[src/rtl/mos_dut_sweep_ctrl.sv]
// mos_dut_sweep_ctrl: scans a latched DUT mask, settles, converts and streams one result per DUT.
// Define MOS_SWEEP_AVG_EN to convert each DUT four times and report the 4-sample sum.
module mos_dut_sweep_ctrl #(
    parameter int NUM_DUT  = 14,
    parameter int ADC_W    = 10,
    parameter int SETTLE_W = 8
) (
    input  logic                CLK,
    input  logic                RSTB,
    input  logic                START,
    input  logic [NUM_DUT-1:0]  MASK,
    input  logic [SETTLE_W-1:0] SETTLE,
    output logic [NUM_DUT-1:0]  EN_DUT,
    output logic                ADC_START,
    input  logic                ADC_DONE,
    input  logic [ADC_W-1:0]    ADC_DATA,
    output logic                RES_VALID,
    input  logic                RES_READY,
    output logic [3:0]          RES_IDX,
    output logic [ADC_W+1:0]    RES_DATA,
    output logic                BUSY,
    output logic                DONE
);
`ifdef MOS_SWEEP_AVG_EN
    localparam bit AVG = 1'b1;
`else
    localparam bit AVG = 1'b0;
`endif
    typedef enum logic [2:0] {S_IDLE, S_SCAN, S_SETTLE, S_CONVERT, S_WAIT, S_OUTPUT, S_FINISH} state_t;
    state_t state, state_n;
    logic [4:0] idx, idx_n;
    logic [NUM_DUT-1:0] mask_q, mask_n, rem, en_n;
    logic [SETTLE_W-1:0] settle_q, settle_n, cnt, cnt_n;
    logic [ADC_W+1:0] acc, acc_n, sample;
    logic [1:0] smp;
    logic adc_start_n, valid_n, done_n, last;
    // rem is empty once no selected DUT remains at or above idx, which ends the sweep early
    assign rem = mask_q >> idx;
    assign last = !AVG || smp == 2'd3;
    assign sample = (AVG ? acc : '0) + {2'b00, ADC_DATA};
    assign RES_IDX = idx[3:0];
    assign RES_DATA = acc;
    always_comb begin
        state_n = state;
        idx_n = idx;
        mask_n = mask_q;
        settle_n = settle_q;
        cnt_n = cnt;
        acc_n = acc;
        en_n = EN_DUT;
        adc_start_n = 1'b0;
        valid_n = RES_VALID;
        done_n = 1'b0;
        case (state)
            S_IDLE: if (START) begin
                state_n = S_SCAN;
                mask_n = MASK;
                settle_n = SETTLE;
                idx_n = '0;
            end
            S_SCAN: begin
                if (rem == '0) begin
                    state_n = S_FINISH;
                    done_n = 1'b1;
                end else if (rem[0]) begin
                    state_n = S_SETTLE;
                    en_n = {{(NUM_DUT-1){1'b0}}, 1'b1} << idx;
                    cnt_n = (settle_q == '0) ? SETTLE_W'(1) : settle_q;
                    acc_n = AVG ? '0 : acc;
                end else idx_n = idx + 5'd1;
            end
            S_SETTLE: begin
                state_n = (cnt == SETTLE_W'(1)) ? S_CONVERT : S_SETTLE;
                adc_start_n = cnt == SETTLE_W'(1);
                cnt_n = cnt - SETTLE_W'(1);
            end
            S_CONVERT: state_n = S_WAIT;
            S_WAIT: if (ADC_DONE) begin
                acc_n = sample;
                state_n = last ? S_OUTPUT : S_CONVERT;
                adc_start_n = !last;
                valid_n = last;
                en_n = last ? '0 : EN_DUT;
            end
            S_OUTPUT: if (RES_READY) begin
                state_n = S_SCAN;
                valid_n = 1'b0;
                idx_n = idx + 5'd1;
            end
            default: state_n = S_IDLE;
        endcase
    end
    always_ff @(posedge CLK) begin
        if (!RSTB) begin
            state <= S_IDLE;
            idx <= '0;
            mask_q <= '0;
            settle_q <= '0;
            cnt <= '0;
            acc <= '0;
            smp <= '0;
            EN_DUT <= '0;
            ADC_START <= 1'b0;
            RES_VALID <= 1'b0;
            BUSY <= 1'b0;
            DONE <= 1'b0;
        end else begin
            state <= state_n;
            idx <= idx_n;
            mask_q <= mask_n;
            settle_q <= settle_n;
            cnt <= cnt_n;
            acc <= acc_n;
            smp <= (state == S_SCAN) ? 2'd0 : (state == S_WAIT && ADC_DONE) ? smp + 2'd1 : smp;
            EN_DUT <= en_n;
            ADC_START <= adc_start_n;
            RES_VALID <= valid_n;
            BUSY <= state_n != S_IDLE;
            DONE <= done_n;
        end
    end
endmodule
[config.mk]
export PLATFORM = sky130hd
export DESIGN_NAME = mos_dut_sweep_ctrl
export DESIGN_NICKNAME = d
export VERILOG_FILES = /design/src/rtl/mos_dut_sweep_ctrl.sv
export SDC_FILE = /design/constraint.sdc
export NUM_CORES = 1
export LEC_CHECK = 0
export CORE_MARGIN = 2
export CORE_UTILIZATION = 23
export DETAILED_ROUTE_END_ITERATION = 16
export GPL_ROUTABILITY_DRIVEN = 0
export GPL_TIMING_DRIVEN = 0
export SLEW_MARGIN = 40
export SYNTH_ARGS = -nofsm -noshare
export SYNTH_HDL_FRONTEND = slang
export SYNTH_SLANG_ARGS = --single-unit
[constraint.sdc]
create_clock -name CLK -period 2.94 [get_ports CLK]
set_clock_uncertainty 0.2 [all_clocks]
set_input_delay 0.294 -clock CLK [delete_from_list [all_inputs] [get_ports CLK]]
set_output_delay 0.294 -clock CLK [all_outputs]
set_load 0.005 [all_outputs]
---- Word-level counts from Yosys, hierarchy flattened ----
Index checks and enable logic that the tools add are counted.
word-level totals
  input port bits ......................... 37
  output and inout bits ................... 34
  logic and storage cells ................. 67
  bits in registers ....................... 66
operators by class
  equal/unequal tests ..................... 12
  reductions and logical operators ........ 16
  add/subtract/negate cells ............... 2
  shift operators ......................... 2
  muxes and demuxes ....................... 24
operators with widths
  kind                                              number
  2-to-1 mux 14 bit                                 3
  one-hot mux 14 bit (2 select lines)               1
  2-to-1 mux 8 bit                                  3
  2-to-1 mux 5 bit                                  4
  one-hot mux 3 bit (6 select lines)                1
  one-hot mux 8 bit (2 select lines)                1
  2-to-1 mux 3 bit                                  5
  one-hot mux 5 bit (3 select lines)                1
  logical NOT 14 bit                                1
  << shifter 1 x 5 -> 14 bit, first input constant  1
  right shift 14 x 5 -> 14 bit                      1
  inequality test 2 bit, second input constant      6
  == test 8 x 1 -> 1 bit, second input constant     1
  logical NOT 8 bit                                 1
  AND reduction 2 bit                               4
  subtractor 8 x 1 -> 8 bit, second input constant  1
  == test 3 x 2 -> 1 bit, second input constant     2
  == test 3 bit, second input constant              2
  AND reduction 3 bit                               2
  nonzero test 2 bit                                3
  nonzero test 3 bit                                2
  adder 5 x 1 -> 5 bit, second input constant       1
  AND reduction 5 bit                               1
  2-to-1 mux 1 bit                                  4
  other kinds (4)                                   4

---- Depth between registers and ports, before layout ----
  word-level depth ........................ 5
  depth in mapped cells ................... 10
  mapped depth without buffers ............ 7

---- Least setup slack after synthesis ----
Ideal clock, no wire load.
  kind .................................... register to register
  start point ............................. register idx[0]
  end point ............................... register EN_DUT[0]
  setup time .............................. 0.061 ns
  period minus slack after synthesis ...... 2.651 ns
  arrival time ............................ 2.390 ns
  data required time ...................... 2.679 ns
  path slack .............................. 0.289 ns
  stages on the path, launching flop included .. 11
  cells stage by stage .................... dfxtp_1 buf_6 buf_2 mux2_2 nor4_1 o22ai_1 a2111oi_4 o21ai_1 a21boi_2 buf_4 a32o_1
between the ends
  longest elaborated chain between the ends .. 4
  elaborated cells between the ends (all ways) .. 9
RTL lines
  what                                                                                  RTL line  text
  start: declaration                                                                    31        logic [4:0] idx, idx_n;
  start signal: assignment                                                              109       idx <= idx_n;
  right shift 14 x 5 -> 14 bit or << shifter 1 x 5 -> 14 bit (tied branches)            38, 67
  logical NOT 14 bit or 2-to-1 mux 14 bit (tied branches)                               62, 65
  inequality test 2 bit (no line) or 2-to-1 mux 14 bit (tied branches)                  -
  AND reduction 4 bit (no line) or one-hot mux 14 bit (2 select lines) (tied branches)  -
  end signal: assignment                                                                115       EN_DUT <= en_n;
  end: declaration                                                                      13        output logic [NUM_DUT-1:0] EN_DUT,
Parallel ways exist; a longest one is shown, timed or not. The select of a mux whose other input is x is not followed.
A chain may end at the register's enable or synchronous reset.

---- Worst setup path in the final report ----
  start point ............................. register idx[0]
  end point ............................... register idx[3]
between the ends
  longest elaborated chain between the ends .. 4
  elaborated cells between the ends (all ways) .. 10
RTL lines
  what                                                                                 RTL line
  right shift 14 x 5 -> 14 bit or adder 5 x 1 -> 5 bit (tied branches)                 38, 70, 88
  logical NOT 14 bit or 2-to-1 mux 5 bit (tied branches)                               62, 65
  inequality test 2 bit (no line) or 2-to-1 mux 5 bit (tied branches)                  -
  AND reduction 5 bit (no line) or one-hot mux 5 bit (3 select lines) (tied branches)  -
Parallel ways exist; a longest one is shown, timed or not. The select of a mux whose other input is x is not followed.

==> flow_metrics.env <==
export IMPL_via_per_inst=4.70
export IMPL_grt_first_pass_wirelength_um=14800
export IMPL_syn2layout_area_growth_pct=42.1
export IMPL_maxCapViolCount=0
export IMPL_slew_violations=0
export IMPL_finalPower_mw=4.32
export IMPL_cts_tree="yes"
export IMPL_r2r_end="idx[3]"
export IMPL_leakage_nw=1.62
export IMPL_cts_sinks=66
export IMPL_die_w_um=124
export IMPL_r2r_cells=8
export IMPL_tightest_slew_ps=736
export IMPL_synth_edf_count=0
export IMPL_cp_arrival_ps=2900
export IMPL_synth_seq_cells=66
export IMPL_vias=3074
export IMPL_rrSetupSlack_ps=110
export IMPL_met3WireLength_um=638
export IMPL_placed_cells=635
export IMPL_std_cell_rows=43
export IMPL_synthArstFlopShare=0
export IMPL_avgSynthCellArea_um2=8.52
export IMPL_nets=515
export IMPL_period_share=0.963
export IMPL_antenna_found_initial=0
export IMPL_min_to="RES_DATA[7]"
export IMPL_p_int_mw=2.71
export IMPL_peakVddDrop_mv=0.286
export IMPL_setup_viol=0
export IMPL_antenna_cells=0
export IMPL_r2r_start="idx[0]"
export IMPL_power_frac_comb=0.426
export IMPL_crit_type="reg -> reg"
export IMPL_holdWs_ps=261
export IMPL_final_layout_size_suffix_gt1_frac=0.122
export IMPL_gr_total_overflow=0
export IMPL_drc_errors=0
export IMPL_num_io_pins=71
export IMPL_h_tree_depth=3
export IMPL_syn_cell_area_um2=3290
export IMPL_hp_start="RES_DATA[7]"
export IMPL_max_freq_mhz=353
export IMPL_holdPathStages=2
export IMPL_switching_power_mw=1.62
export IMPL_worst_path_max_fanout=9
export IMPL_synthCells=386
export IMPL_wl_um=9170
export IMPL_final_hold_viol_count=0
export IMPL_start_kind="flop"
export IMPL_die_area_um2=15300
export IMPL_min_period_ps=2830
export IMPL_track_usage=0.125
export IMPL_hp_class="reg -> reg"
export IMPL_cts_path_max_buffers=2
export IMPL_synth_area_leaders="dfxtp_1, nand2_1, a21boi_0"
export IMPL_crit_path_end_kind="flop"
export IMPL_ys_types=55
export IMPL_met1_length_um=4270
export IMPL_ant_nets=0
export IMPL_clk_pin_slew_ps=60
export IMPL_grt_pass1_vias=3003
export IMPL_avgRoutedWirePerCell_um=14.0
export IMPL_drt_initial_drc_count=236
export IMPL_die_h_um=124
export IMPL_initial_core_util=0.236
export IMPL_yosys_area_top_type_share=0.402
export IMPL_synthFlopType="dfxtp_1"
export IMPL_yosysSeqAreaShare=0.402
export IMPL_wl_met2_um=4190
export IMPL_p_clk_frac=0.283
export IMPL_grt_max_degree=12
export IMPL_numCtsBuffers=9
export IMPL_io_buffers=68
export IMPL_synth_area_leader_cell="dfxtp_1"
export IMPL_ys_warn_count=0
export IMPL_firstDrtPassIters=4
export IMPL_cts_root_buf="clkbuf_16"
export IMPL_sw_frac_of_total=0.374
export IMPL_p_per_area_nw_per_um2=925
export IMPL_seqPwrFrac=0.291
export IMPL_finalNonFillerCells=654
export IMPL_postLayoutCoreUtil=0.335
export IMPL_hpwl_um=6800
export IMPL_top_layer_used="met4"
export IMPL_slew_headroom=0.506
export IMPL_crit_required_ps=3000
export IMPL_status="complete, no violations"
export IMPL_clkLatencyLatePin_ps=340
export IMPL_core_um2=13900
## routing by layer
metal | track usage | up-vias
met5 | 0 | -
met4 | 0.0476 | 0
met3 | 0.0503 | 7
met2 | 0.190 | 98
met1 | 0.160 | 1426
li1 | - | 1543
## kinds of logic (layout without fill, tap and decap cells)
group	after synthesis	count (layout)	share of synthesized area
adder cells (fa/ha/maj)	8	8	0.0304
AND/OR/NAND/NOR	152	152	0.212
flip-flops	66	66	0.402
XOR/XNOR	1	1	0.00266
AO/OA/AOI/OAI	108	108	0.250
other	1	2	0.00114
multiplexers	10	10	0.0434
buffers and inverters	40	127	0.0578
## placed cells by master (no fill, tap or decap), types with 4 or more instances in the layout
cell type | Yosys | routed
a21boi_0 | 36 | 36
mux2_2 | 4 | 4
nand2_1 | 80 | 80
o21ai_0 | 11 | 10
nand2b_1 | 4 | 4
inv_1 | 11 | 11
nor2_1 | 19 | 19
clkdlybuf4s50_1 | 0 | 68
nor3_1 | 11 | 10
a21oi_1 | 18 | 18
ha_1 | 8 | 8
a32o_1 | 14 | 14
buf_4 | 7 | 12
clkbuf_16 | 0 | 9
o211ai_1 | 4 | 4
dfxtp_1 | 66 | 65
nand3_1 | 8 | 8
nor4_1 | 8 | 6
clkbuf_1 | 15 | 16
## power groups by stage
stage	registers (mW)	logic [mW]	clock network [mW]
2_1_floorplan	1.22	1.18	0
3_3_place_gp	1.26	1.60	0
3_5_place_dp	1.27	1.63	0
4_1_cts	1.25	1.68	1.26
5_1_grt	1.29	2.04	1.30
6_report	1.26	1.84	1.22
## cell usage after synthesis, types with 2 or more instances
cell type  number
nor3_1         11
a32o_1         14
nor2_1         19
nor3b_1         2
buf_4           7
nor4_1          8
o22ai_1         3
nor2b_1         2
nand3_1         8
o21ai_0        11
nand2b_1        4
o221ai_1        2
o211ai_1        4
nand2_1        80
and2_1          3
mux2i_1         3
a21oi_1        18
o21a_1          2
inv_1          11
nand3b_1        3
buf_2           5
o311ai_0        2
clkbuf_1       15
mux4_2          3
dfxtp_1        66
ha_1            8
or2_2           2
mux2_2          4
a31oi_1         3
or3_1           3
a21boi_0       36
## registers in the layout (all words and copies together) (netlist names)
register / cells
RES_DATA: 10
EN_DUT: 14
BUSY: 1
RES_VALID: 1
DONE: 1
cnt: 8
settle_q: 8
state: 3
idx: 5
mask_q: 14
ADC_START: 1
## metrics by stage
stage               TNS, ps  setup WS, ps  cell area [um^2]
CTS                       0          19.5              4550
global placement       -954         -84.6              4200
detailed placement    -1470          -125              4200
global route           -345         -39.1              4670
finish                    0           107              4670
floorplan                 0           289              3290
## layout make-up
class / count / area [um^2]
Tap cell: 180 / 225
Timing Repair Buffer: 72 / 711
Fill cell: 1397 / 9260
Sequential cell: 66 / 1320
Buffer: 29 / 156
Clock buffer: 10 / 229
Multi-Input combinational cell: 281 / 1880
Inverter: 11 / 41.3
Clock inverter: 5 / 104
## critical path: stages, from the launching register on
cell      delay (ps)
dfxtp_2          370
buf_6            160
mux4_2           550
a221oi_4         370
nor4_4           120
a211oi_4         300
nand2_2          120
or4_1            420
a21oi_1          150
## how the worst max path moves through the flow
| stage | to | cells past startpoint | slack [ps] | from |
|---|---|---|---|---|
| after floorplan | EN_DUT[0] | 10 | 290 | idx[0] |
| after global placement | EN_DUT[0] | 10 | -80 | idx[0] |
| after detailed placement | EN_DUT[5] | 10 | -130 | idx[0] |
| after CTS | EN_DUT[8] | 9 | 20 | idx[1] |
| after global routing | EN_DUT[13] | 11 | -40 | idx[0] |
| final | idx[3] | 8 | 110 | idx[0] |
## what timing repair did
action | 4_1_cts | 5_1_grt
pin swaps | 2 | 6
hold buffers | 0 | 0
resized for setup | 4 | 15
setup buffers | 1 | 3
endpoints found under the setup margin | 15 | 21
Note: power is estimated with default switching activity, not from simulation.
